### src/rtl/calculadora_pkg.sv
// Shared constants and types for the calculator command sequencer.
// Command word layout is {codigo[2:0], entrada[7:0]}.
package calculadora_pkg;

  localparam int CMD_W   = 11;
  localparam int COD_W   = 3;
  localparam int ENT_W   = 8;
  localparam int COD_MSB = 10;
  localparam int COD_LSB = 8;
  localparam int ENT_MSB = 7;
  localparam int ENT_LSB = 0;

  localparam logic [COD_W-1:0] COD_MOSTRAR = 3'b000;
  localparam logic [COD_W-1:0] COD_SOMA    = 3'b001;
  localparam logic [COD_W-1:0] COD_SUB     = 3'b010;
  localparam logic [COD_W-1:0] COD_ACC     = 3'b011;
  localparam logic [COD_W-1:0] COD_NOP     = 3'b111;

  // One entry of the result-tracking pipeline.
  typedef struct packed {
    logic             vld;
    logic             is_result;
    logic             code;
    logic [ENT_W-1:0] expected;
  } tag_t;

  function automatic logic [ENT_W-1:0] shadow_next(input logic [COD_W-1:0] cod,
                                                   input logic [ENT_W-1:0] acc,
                                                   input logic [ENT_W-1:0] ent);
    case (cod)
      COD_SOMA: shadow_next = acc + ent;
      COD_SUB:  shadow_next = acc - ent;
      default:  shadow_next = acc;
    endcase
  endfunction

endpackage

### src/rtl/fifo_sincrona.sv
// Synchronous FIFO with count-based full/empty and a combinational head read.
module fifo_sincrona #(
  parameter int WIDTH = 11,
  parameter int DEPTH = 4
) (
  input  logic             clk,
  input  logic             rst_n,
  input  logic             push,
  input  logic             pop,
  input  logic [WIDTH-1:0] din,
  output logic [WIDTH-1:0] dout,
  output logic             full,
  output logic             empty
);

  localparam int AW = $clog2(DEPTH);
  localparam logic [AW:0] FULL_CNT = (AW+1)'(DEPTH);

  logic [WIDTH-1:0] mem [DEPTH];
  logic [AW-1:0]    wr_ptr, rd_ptr;
  logic [AW:0]      count;
  logic             push_ok, pop_ok;

  assign full    = (count == FULL_CNT);
  assign empty   = (count == '0);
  assign push_ok = push && !full;
  assign pop_ok  = pop && !empty;
  assign dout    = mem[rd_ptr];

  // Storage carries no reset; occupancy alone defines validity.
  always_ff @(posedge clk) begin
    if (push_ok) mem[wr_ptr] <= din;
  end

  always_ff @(posedge clk or negedge rst_n) begin
    if (!rst_n) begin
      wr_ptr <= '0;
      rd_ptr <= '0;
      count  <= '0;
    end else begin
      if (push_ok) wr_ptr <= wr_ptr + 1'b1;
      if (pop_ok)  rd_ptr <= rd_ptr + 1'b1;
      case ({push_ok, pop_ok})
        2'b10:   count <= count + 1'b1;
        2'b01:   count <= count - 1'b1;
        default: count <= count;
      endcase
    end
  end

endmodule

### src/rtl/sequenciador_calculadora.sv
// Flow-controlled front end for the synchronous calculator: buffers commands,
// issues one per cycle, captures results and cross-checks a shadow accumulator.
module sequenciador_calculadora
  import calculadora_pkg::*;
#(
  parameter int DEPTH = 4
) (
  input  logic              clk,
  input  logic              rst_n,
  input  logic              cmd_valid,
  output logic              cmd_ready,
  input  logic [CMD_W-1:0]  cmd_data,
  input  logic              pausa,
  output logic [COD_W-1:0]  calc_codigo,
  output logic [ENT_W-1:0]  calc_entrada,
  input  logic [ENT_W-1:0]  calc_saida,
  output logic              res_valid,
  output logic [ENT_W-1:0]  res_data,
  output logic              res_code,
  output logic              erro,
  output logic              busy
);

  logic [CMD_W-1:0] head;
  logic             full, empty, pop;
  logic [COD_W-1:0] head_cod;
  logic [ENT_W-1:0] head_ent;
  logic [ENT_W-1:0] shadow;
  tag_t             tag_in;
  tag_t [2:1]       tag_q;

  fifo_sincrona #(.WIDTH(CMD_W), .DEPTH(DEPTH)) u_fifo (
    .clk   (clk),
    .rst_n (rst_n),
    .push  (cmd_valid),
    .pop   (pop),
    .din   (cmd_data),
    .dout  (head),
    .full  (full),
    .empty (empty)
  );

  assign cmd_ready = !full;
  assign pop       = !empty && !pausa;
  assign head_cod  = head[COD_MSB:COD_LSB];
  assign head_ent  = head[ENT_MSB:ENT_LSB];
  assign busy      = !empty || tag_q[1].vld || tag_q[2].vld;

  // Reads report the shadow value as it stood before this issue.
  always_comb begin
    tag_in           = '0;
    tag_in.vld       = pop;
    tag_in.is_result = pop && (head_cod == COD_MOSTRAR || head_cod == COD_ACC);
    tag_in.code      = (head_cod == COD_ACC);
    tag_in.expected  = (head_cod == COD_ACC) ? shadow : head_ent;
  end

  always_ff @(posedge clk or negedge rst_n) begin
    if (!rst_n) begin
      calc_codigo  <= COD_NOP;
      calc_entrada <= '0;
      shadow       <= '0;
      tag_q        <= '0;
    end else begin
      calc_codigo  <= pop ? head_cod : COD_NOP;
      calc_entrada <= pop ? head_ent : '0;
      if (pop) shadow <= shadow_next(head_cod, shadow, head_ent);
      tag_q[1] <= tag_in;
      tag_q[2] <= tag_q[1];
    end
  end

  // Stage 2 lines up with the calculator's registered saida.
  always_ff @(posedge clk or negedge rst_n) begin
    if (!rst_n) begin
      res_valid <= 1'b0;
      res_data  <= '0;
      res_code  <= 1'b0;
      erro      <= 1'b0;
    end else begin
      res_valid <= tag_q[2].is_result;
      if (tag_q[2].is_result) begin
        res_data <= calc_saida;
        res_code <= tag_q[2].code;
        if (calc_saida != tag_q[2].expected) erro <= 1'b1;
      end
    end
  end

endmodule
### config.mk
export PLATFORM = sky130hd
export DESIGN_NAME = sequenciador_calculadora
export DESIGN_NICKNAME = d
export VERILOG_FILES = /design/src/rtl/calculadora_pkg.sv /design/src/rtl/fifo_sincrona.sv /design/src/rtl/sequenciador_calculadora.sv
export SDC_FILE = /design/constraint.sdc
export NUM_CORES = 1
export LEC_CHECK = 0
export ABC_AREA = 1
export CELL_PAD_IN_SITES_DETAIL_PLACEMENT = 1
export CELL_PAD_IN_SITES_GLOBAL_PLACEMENT = 2
export CORE_MARGIN = 3
export CORE_UTILIZATION = 37
export CTS_CLUSTER_SIZE = 24
export DETAILED_ROUTE_END_ITERATION = 10
export PLACE_DENSITY = 0.83
export REMOVE_ABC_BUFFERS = 1
export SYNTH_ARGS = -nofsm -noshare
export SYNTH_HDL_FRONTEND = slang
export SYNTH_SLANG_ARGS = --single-unit
export TNS_END_PERCENT = 10
### constraint.sdc
create_clock -name clk -period 2.82 [get_ports clk]
set_input_delay 0.282 -clock clk [delete_from_list [all_inputs] [get_ports clk]]
set_output_delay 0.282 -clock clk [all_outputs]
set_load 0.01 [all_outputs]
==> metrics.md, run 1 <==
| Metric | Value |
|---|---|
| Most common cell after layout, fill and taps aside | nand2_1 |
| Clock Tree Root | clkbuf_16 |
| Final Power | 7.57 mW |
| Non-Filler Instances | 609 |
| CTS tree | yes |
| Main synth FF type | dfrtp_1 |
| Mapped Cells | 389 |
| Switching Share | 41.0% |
| Placed cells | 580 |
| Share of layout cells above drive strength 1 | 20.0% |
| Failing checks | setup timing |
| Post-Layout Inst Area | 5570 sq um |
| Wire per inst | 15.4 microns |
| Final #Nets | 502 |
| Pre-CTS setup slack | 0.105 ns |
| Seq/Total Area, Yosys | 64.6% |
| Post-synthesis compound-gate area fraction | 4.44% |
| Unique cell type count in the Yosys netlist | 30 |
| Die area | 13,100 sq um |
| Core ar. | 11,100 sq um |
| Final Max Slew Viols | 0 |
| RSZ-0062 raised after global routing | yes |
| Reg area | 2800 sq um |
| Mux cell area share after synthesis | 1.82% |
| H-tree depth | 3 |
| # rows | 38 |
| Syn. warnings | 0 |
| Adder-cell share of the synthesized area | 4.67% |
| Simple-Gate Fraction of Synth Area | 15.5% |
| Die Y | 114 microns |
| Die Width | 114 microns |
| Internal power | 4.47 mW |
| Critical Path AT | 3.07 ns |
| Setup slack after layout | -0.00803 ns |
| Rel. slew slack | 57.8% |
| Endpoint class of the critical path | register |
| Yosys reg bits | 103 |
| CP Max Fanout | 8 |
| TritonCTS Buffers | 9 |
| Register share of total power | 31.5% |
| Clock Sinks | 103 |
| Commonest non-fill, non-tap cells in the layout | nand2_1 (82), dfrtp_1 (56), clkdlybuf4s50_1 (45) |
| Fmax | 0.354 GHz |
| Number of vias per cell | 4.78 |
| Post-synth EDFFs | 44 |
| Hold_ws | 0.348 ns |
| Fin crit share | 100% |
| LEAKAGE | 2.41 nW |
| Worst reg2reg setup slack | -0.008 ns |
| Clock slew at reported path FFs | 0.07 ns |
| Tmin final | 2.83 ns |
| Fin. Hold Viols | 0 |
| Initial Util | 39.0% |
| Clk Latency, worst-skew pair | 0.35 ns |
| Worst-case clock skew | 0.00748 ns |
| Final ANT Viol Nets | 0 |
| Kind of critical path | register to register |
| Initial antenna violation count | 0 |
| First-pass GRT wire length | 14.6 mm |
| Fill cells | 1,204 |
| Dpl hpwl | 6.57 mm |
| XOR/XNOR Fraction of Synth Area | 4.24% |
| Residual DRC count | 0 |
| Largest net degree at the start of global routing | 29 |
| Clock Power Share | 15.3% |
| Congestion Overflow GR | 0 |
| Vias post-DR | 2,909 |
| Async SR Flop Fraction | 57.3% |
| Yosys top cell by area | dfrtp_1 |
| Number of global-route vias before repair | 3,006 |
| Sw power | 3.10 mW |
| Setup TNS | -0.00803 ns |
| Max clock buf depth | 2 |
| Number of setup violations in the final report | 1 |
| Port bufs | 46 |
| Max VDD drop | 652 uV |
| DRT iter0 DRCs | 98 |
| Placed Area | 5010 sq um |
| Final WL | 9.38 mm |
| Final Wtd Congestion | 0.795 |
| Logic pwr share | 53.2% |
| Synth Cell Area | 4340 sq um |
| Power Density | 1360 nW/um^2 |
| Maxcap violations | 0 |
| Multi-input gate area | 1480 sq um |
| Worst Path Required | 3.06 ns |
| Top cell type's share of synthesized area | 32.3% |
| Final core occ | 50.0% |
| IO Pins | 47 |
| Status | finished with violations |
| Mean post-synth cell area | 11.2 sq um |
| Area Growth Syn to Fin | 28.3% |
| Drt first pass iters | 4 |
| Area contributors post-synth | dfrtp_1 (32%), edfxtp_1 (30%), nand2_1 (8.0%), ha_1 (3.7%), nand3_1 (3.6%) |
| GRT Total Usage | 14.4% |
| Slew @ Worst Pin | 0.633 ns |
| CP startpoint kind | register |
| Antenna Cells | 0 |
| HP Class | register to register |
| Largest family of logic cells by synthesized area | simple AND/OR/NAND/NOR gates |
## power groups by stage
stage | combinational [mW] | sequential (mW) | clock, mW
final | 4.03 | 2.39 | 1.16
after global routing | 4.50 | 2.45 | 1.26
after CTS | 3.32 | 2.38 | 1.20
after detailed placement | 3.31 | 2.41 | 0
after global placement | 3.20 | 2.38 | 0
after floorplan | 2.10 | 2.45 | 0
## worst paths after layout
kind | endpoint | cells after the start | start
min in group asynchronous | u_fifo.count[2] | 2 | rst_n
worst max-delay path | shadow[7] | 17 | u_fifo.rd_ptr[0]
worst min register to register | tag_q[20] | 0 | tag_q[9]
max in group asynchronous | calc_entrada[5] | 3 | rst_n
worst min-delay path | tag_q[20] | 0 | tag_q[9]
worst max register to register | shadow[7] | 17 | u_fifo.rd_ptr[0]
## Yosys cell counts (2+ instances only)
cell and n:
a21oi_1 12, buf_2 3, buf_4 2, buf_6 2, dfrtp_1 56, dfstp_2 3
edfxtp_1 44, fa_1 2, ha_1 13, inv_1 34, inv_2 4, mux2_2 7
nand2_1 93, nand2_2 4, nand3_1 31, nand4_1 3, nor2_1 26, nor3_1 2
o21ai_0 17, o21ai_1 2, xnor2_1 11, xor2_1 10
## what timing repair did
action | CTS | global route
buffers inserted | 0 | 12
hold endpoints to repair | 23 | 0
endpoints found under the setup margin | 0 | 2
resized for setup | 0 | 44
hold buffers | 1 | 0
## worst max-delay path, cell delays in order, from the launching register on
cell	delay [ns]
dfrtp_1	0.42
buf_6	0.17
buf_6	0.14
nand2_2	0.06
nand3_2	0.06
nand2_2	0.10
buf_4	0.12
nand3_1	0.16
o21ai_0	0.29
xor2_1	0.12
ha_1	0.36
inv_2	0.07
o31ai_2	0.26
a21oi_2	0.06
nand3_1	0.11
nand3_1	0.08
nand2_1	0.09
nand2_1	0.05
## registers in the layout, indices dropped and copies added (netlist names)
name / cells
calc_codigo: 3
calc_entrada: 8
erro: 1
res_code: 1
res_data: 8
res_valid: 1
shadow: 8
tag_q: 22
u_fifo.count: 3
u_fifo.mem: 44
u_fifo.rd_ptr: 2
u_fifo.wr_ptr: 2
## metal layers
layer  wire length [microns]  share of wire, %  track usage, %  vias to the layer above
li1                        -                 -               -                     1427
met1                    4070                43            17.7                     1413
met3                     387               4.1            4.12                       15
met2                    4780                51            24.1                       54
met5                       0                 0               0                        -
met4                     147               1.6            5.62                        0
## cells by family (layout without fill, tap and decap cells)
| logic type | after synthesis | after routing |
|---|---|---|
| xor gates and xnor gates | 21 | 21 |
| buffers and inverters | 48 | 128 |
| and+or+nand+nor | 160 | 160 |
| muxes | 7 | 7 |
| DFF | 103 | 103 |
| AOI/OAI and AO/OA | 35 | 35 |
| adders and majority gates | 15 | 15 |
## final cells by class
cell class	count	share of cell area, %
flip-flops and latches	103	50.3
multi-input cells	238	26.5
repair buffers	73	12.3
clock buffers	9	4.05
well taps	140	3.15
inverters	39	2.67
clock inverters	7	0.989
(Power assumes the default switching activity.)
==> run 2, diff against run 1 <==
--- a/config.mk
+++ b/config.mk
@@ -8,6 +8,7 @@
 export ABC_AREA = 1
 export CELL_PAD_IN_SITES_DETAIL_PLACEMENT = 1
 export CELL_PAD_IN_SITES_GLOBAL_PLACEMENT = 2
+export CORE_ASPECT_RATIO = 1.25
 export CORE_MARGIN = 3
 export CORE_UTILIZATION = 37
 export CTS_CLUSTER_SIZE = 24
==> run 2 against run 1 <==
The run now ends clean. Critical endpoint unchanged. Largest cell class unchanged. Non-clock buffer count decreased by 4. Clock-buffer cell count increased by 1. Sequential power about the same. Critical path type unchanged. Cell count decreased by 1.5%. Power decreased by 0.27%. Clock power increased by 11%. Critical path depth unchanged.
==> metrics.md, run 2 (synthesized netlist as in run 1, its figures left out) <==
| Metric | Value |
|---|---|
| Status | finished clean |
| Max VDD drop | 482 uV |
| Congestion Overflow GR | 0 |
| Fin. Hold Viols | 0 |
| Endpoint class of the critical path | register |
| Top reg by flops | u_fifo.mem |
| IO Pins | 47 |
| Drt first pass iters | 4 |
| Die area | 13,100 sq um |
| Non-Filler Instances | 600 |
| Commonest non-fill, non-tap cells in the layout | nand2_1 (82), dfrtp_1 (55), clkdlybuf4s50_1 (45) |
| Largest net degree at the start of global routing | 48 |
| Clk Latency, worst-skew pair | 0.34 ns |
| Final WL | 9.11 mm |
| Residual DRC count | 0 |
| Worst Reg-to-Reg Cells | 17 |
| Kind of critical path | register to register |
| Core ar. | 11,300 sq um |
| Initial Util | 38.4% |
| Worst Path Required | 3.05 ns |
| TritonCTS Buffers | 9 |
| Fill cells | 1,216 |
| Rel. slew slack | 31.7% |
| Fin crit share | 98.1% |
| Max clock buf depth | 2 |
| First-pass GRT wire length | 14.8 mm |
| Final ANT Viol Nets | 0 |
| Final Max Slew Viols | 0 |
| Placed cells | 574 |
| CTS tree | yes |
| H-tree depth | 3 |
| CP Max Fanout | 8 |
| Maxcap violations | 0 |
| R2r startpoint | u_fifo.rd_ptr[0] |
| Most common cell after layout, fill and taps aside | nand2_1 |
| Power Density | 1360 nW/um^2 |
| Dpl hpwl | 6.51 mm |
| Number of vias per cell | 4.85 |
| Slew @ Worst Pin | 1.02 ns |
| Vias post-DR | 2,908 |
| Final Power | 7.55 mW |
| Hold_ws | 0.124 ns |
| DRT iter0 DRCs | 88 |
| Setup TNS | 0 ns |
| Clock Sinks | 103 |
| Final #Nets | 498 |
| Port bufs | 46 |
| Critical Path AT | 2.99 ns |
| Number of global-route vias before repair | 3,040 |
| Hold-fix buffers, CTS | 0 |
| Die Width | 103 microns |
| Number of flip-flops in the largest register | 44 |
| CP startpoint kind | register |
| Biggest regs | u_fifo.mem: 44 flops, tag_q: 22 flops |
| Final Wtd Congestion | 0.802 |
| Clock slew at reported path FFs | 0.07 ns |
| Worst-case clock skew | 0.00805 ns |
| RSZ-0062 raised after global routing | yes |
| Share of layout cells above drive strength 1 | 19.4% |
| LEAKAGE | 2.41 nW |
| # rows | 43 |
| R2r endpoint | shadow[7] |
| Wire per inst | 15.2 microns |
| Initial antenna violation count | 0 |
| HP Class | input pin to asynchronous set/reset pin |
| Worst reg2reg setup slack | 0.05 ns |
| Antenna Cells | 0 |
| GRT Total Usage | 14.5% |
| Die Y | 127 microns |
| Number of setup violations in the final report | 0 |
| Tmin final | 2.77 ns |
| Clock Tree Root | clkbuf_16 |
| Area Growth Syn to Fin | 28.1% |
| Fmax | 0.362 GHz |
-- run 2: where the power goes --
| group | total (mW) | leakage, nW | switching (mW) | internal [mW] |
|---|---|---|---|---|
| registers | 2.40 | 1.11 | 0.272 | 2.13 |
| logic | 3.86 | 1.15 | 2.18 | 1.68 |
| clock network | 1.29 | 0.148 | 0.520 | 0.775 |
-- run 2: metal layers --
layer / GRT usage, % / up-vias / share of wire, %
met4: 4.57 / 0 / 1.8
met3: 4.04 / 15 / 3.4
met5: 0 / - / 0
met2: 25.1 / 48 / 53
met1: 17.4 / 1424 / 41
li1: - / 1421 / -
-- run 2: area by class of cell --
type	instances	area [sq um]	share of cell area, %
tap	135	169	3.04
inverter	39	151	2.72
sequential	103	2800	50.4
clock inverter	6	85.1	1.53
timing repair buffer	69	662	11.9
clock buffer	10	229	4.12
multi-input combinational	238	1460	26.3
-- run 2: metrics by stage --
| step | util [%] | instance area [sq um] | setup WS [ns] |
|---|---|---|---|
| floorplan | - | 4280 | -0.0335 |
| CTS | 47.2 | 5330 | 0.0466 |
| global placement | 44.4 | 5010 | 0.176 |
| detailed placement | 44.4 | 5010 | 0.0627 |
| global route | 49.2 | 5560 | -0.157 |
| finish | 49.2 | 5560 | 0.0542 |
-- run 2: worst max path at each step --
| stage | from | end | depth (start not counted) |
|---|---|---|---|
| 2_1_floorplan | u_fifo.rd_ptr[0] | shadow[7] | 19 |
| 3_3_place_gp | u_fifo.rd_ptr[0] | shadow[7] | 19 |
| 3_5_place_dp | u_fifo.rd_ptr[0] | shadow[7] | 19 |
| 4_1_cts | u_fifo.rd_ptr[0] | shadow[7] | 19 |
| 5_1_grt | u_fifo.rd_ptr[0] | shadow[6] | 16 |
| 6_report | u_fifo.rd_ptr[0] | shadow[7] | 17 |
-- run 2: what timing repair did --
action,CTS,global route
resized for setup,0,38
setup buffers,0,9
endpoints found under the setup margin,0,3
-- run 2: worst max-delay path: stages (launching register included) --
cell,delay (ns)
dfrtp_2,0.46
buf_12,0.16
nand2_2,0.06
nand3_2,0.08
nand2_4,0.10
buf_4,0.10
buf_4,0.11
nand3_1,0.10
o21ai_0,0.25
xor2_1,0.12
ha_1,0.33
inv_1,0.10
o31ai_2,0.32
a21oi_4,0.05
nand3_2,0.08
nand3_1,0.08
nand2_1,0.09
nand2_1,0.05
==> run 3, diff against run 2 <==
--- a/config.mk
+++ b/config.mk
@@ -6,6 +6,7 @@
 export NUM_CORES = 1
 export LEC_CHECK = 0
 export ABC_AREA = 1
+export CAP_MARGIN = 20
 export CELL_PAD_IN_SITES_DETAIL_PLACEMENT = 1
 export CELL_PAD_IN_SITES_GLOBAL_PLACEMENT = 2
 export CORE_ASPECT_RATIO = 1.25
==> run 3 against run 2 <==
Hold slack better by 0.23 ns. Critical path depth stayed put. Flip-flop and latch count stayed put. Sequential share of layout area shrank 0.34 points. Register-to-register slack about the same. Largest power group unchanged. Highest routed layer unchanged.
==> metrics.md, run 3 (synthesized netlist as in run 1, its figures left out) <==
| Metric | Value |
|---|---|
| Status | finished clean |
| Commonest non-fill, non-tap cells in the layout | nand2_1 (82), dfrtp_1 (55), clkdlybuf4s50_1 (45) |
| CP Max Fanout | 8 |
| First-pass GRT wire length | 14.8 mm |
| Slew @ Worst Pin | 0.556 ns |
| R2r startpoint | u_fifo.rd_ptr[0] |
| Port bufs | 46 |
| Fmax | 0.362 GHz |
| Number of flip-flops in the largest register | 44 |
| Highest-delay cell along the critical path | dfrtp_2 |
| IO Pins | 47 |
| R2r endpoint | shadow[7] |
| LEAKAGE | 2.43 nW |
| Final ANT Viol Nets | 0 |
| Wire per inst | 15.1 microns |
| Number of vias per cell | 4.85 |
| Share of layout cells above drive strength 1 | 19.5% |
| Initial Util | 38.4% |
| Final core occ | 49.5% |
| Tmin final | 2.77 ns |
| Final WL | 9.12 mm |
| TritonCTS Buffers | 9 |
| Kind of critical path | register to register |
| # rows | 43 |
| Antenna Cells | 0 |
| Endpoint class of the critical path | register |
| Hold Path Stages | 0 |
| Fin crit share | 98.1% |
| Clock Tree Root | clkbuf_16 |
| GRT Total Usage | 14.5% |
| Biggest regs | u_fifo.mem: 44 flops, tag_q: 22 flops |
| Critical Path AT | 2.99 ns |
| Hold_sp | tag_q[0] |
| Initial antenna violation count | 0 |
| Die Width | 103 microns |
| Worst Reg-to-Reg Cells | 17 |
| Hold path endpoint | tag_q[11] |
| Fin. Hold Viols | 0 |
| Non-Filler Instances | 602 |
| RSZ-0062 raised after global routing | yes |
| Drt first pass iters | 4 |
| Multi-input gate area | 1460 sq um |
| CP top delay family | simple AND/OR/NAND/NOR gates |
| H-tree depth | 3 |
| Final Max Slew Viols | 0 |
| Number of global-route vias before repair | 3,040 |
| Clock Sinks | 103 |
| Critical path, cell by cell | buf_12 -> nand2_2 -> nand3_2 -> nand2_4 -> buf_4 -> buf_4 -> nand3_1 -> o21ai_0 -> xor2_1 -> ha_1 -> inv_1 -> o31ai_2 -> a21oi_4 -> nand3_2 -> nand3_1 -> nand2_1 -> nand2_1 |
| DRT iter0 DRCs | 78 |
| Crit path from | u_fifo.rd_ptr[0] |
| Vias post-DR | 2,919 |
| Residual DRC count | 0 |
| Final Wtd Congestion | 0.802 |
| Final Power | 7.56 mW |
| Max clock buf depth | 2 |
| Reg area | 2800 sq um |
| Max VDD drop | 482 uV |
| Congestion Overflow GR | 0 |
| Maxcap violations | 0 |
| Clk Latency, worst-skew pair | 0.34 ns |
| Max incr delay on CP | 0.46 ns |
| HP Class | register to register |
| Core ar. | 11,300 sq um |
| Dpl hpwl | 6.51 mm |
| Top reg by flops | u_fifo.mem |
| CTS tree | yes |
| Power Density | 1350 nW/um^2 |
| Die area | 13,100 sq um |
| Worst Path Required | 3.05 ns |
| Number of setup violations in the final report | 0 |
| Worst reg2reg setup slack | 0.05 ns |
| Rel. slew slack | 62.9% |
| Placed cells | 574 |
| Final #Nets | 500 |
| CP Buf/Inv Count | 4 |
| Die Y | 127 microns |
| CP startpoint kind | register |
| Most common cell after layout, fill and taps aside | nand2_1 |
| Largest net degree at the start of global routing | 48 |
| Worst-case clock skew | 0.00833 ns |
| Fill cells | 1,214 |
| Area Growth Syn to Fin | 29.0% |
| Clock slew at reported path FFs | 0.07 ns |
[run 3: stage by stage]
stage	cell area [sq um]	hold slack [ns]	setup TNS, ns	setup slack (ns)
final	5600	0.349	0	0.0542
after global routing	5600	0.354	-0.337	-0.157
after CTS	5330	0.163	0	0.0466
after detailed placement	5010	0.336	0	0.0627
after global placement	5010	0.332	0	0.176
after floorplan	4280	-0.0136	-0.0335	-0.0335
[run 3: report_power, final]
part	switching (mW)	internal (mW)	total [mW]
clock network	0.522	0.775	1.30
logic	2.19	1.68	3.87
registers	0.272	2.13	2.40
total	2.98	4.58	7.56
[run 3: worst max-delay path by stage]
stage	slack (ns)	cells after the start	endpoint
finish	0.05	17	shadow[7]
global route	-0.16	16	shadow[6]
CTS	0.05	19	shadow[7]
detailed placement	0.06	19	shadow[7]
global placement	0.18	19	shadow[7]
floorplan	-0.03	19	shadow[7]
[run 3: final cells by class]
cell class / instances / share of cell area [%]
inverter: 39 / 2.70
tap: 135 / 3.02
sequential: 103 / 50.1
clock inverter: 6 / 1.52
timing repair buffer: 71 / 12.5
clock buffer: 10 / 4.09
multi-input combinational: 238 / 26.1
[run 3: what timing repair did]
action,CTS,global route
setup endpoints to repair,0,3
setup buffers,0,9
hold endpoints to repair,0,19
resized for setup,0,38
hold buffers,0,1
[run 3: layer usage]
metal | part of all wire [%] | up-vias | GRT usage, %
met5 | 0 | - | 0
met4 | 1.8 | 0 | 4.57
met3 | 3.4 | 15 | 4.04
met2 | 53 | 48 | 25.1
met1 | 41 | 1431 | 17.4
li1 | - | 1425 | -
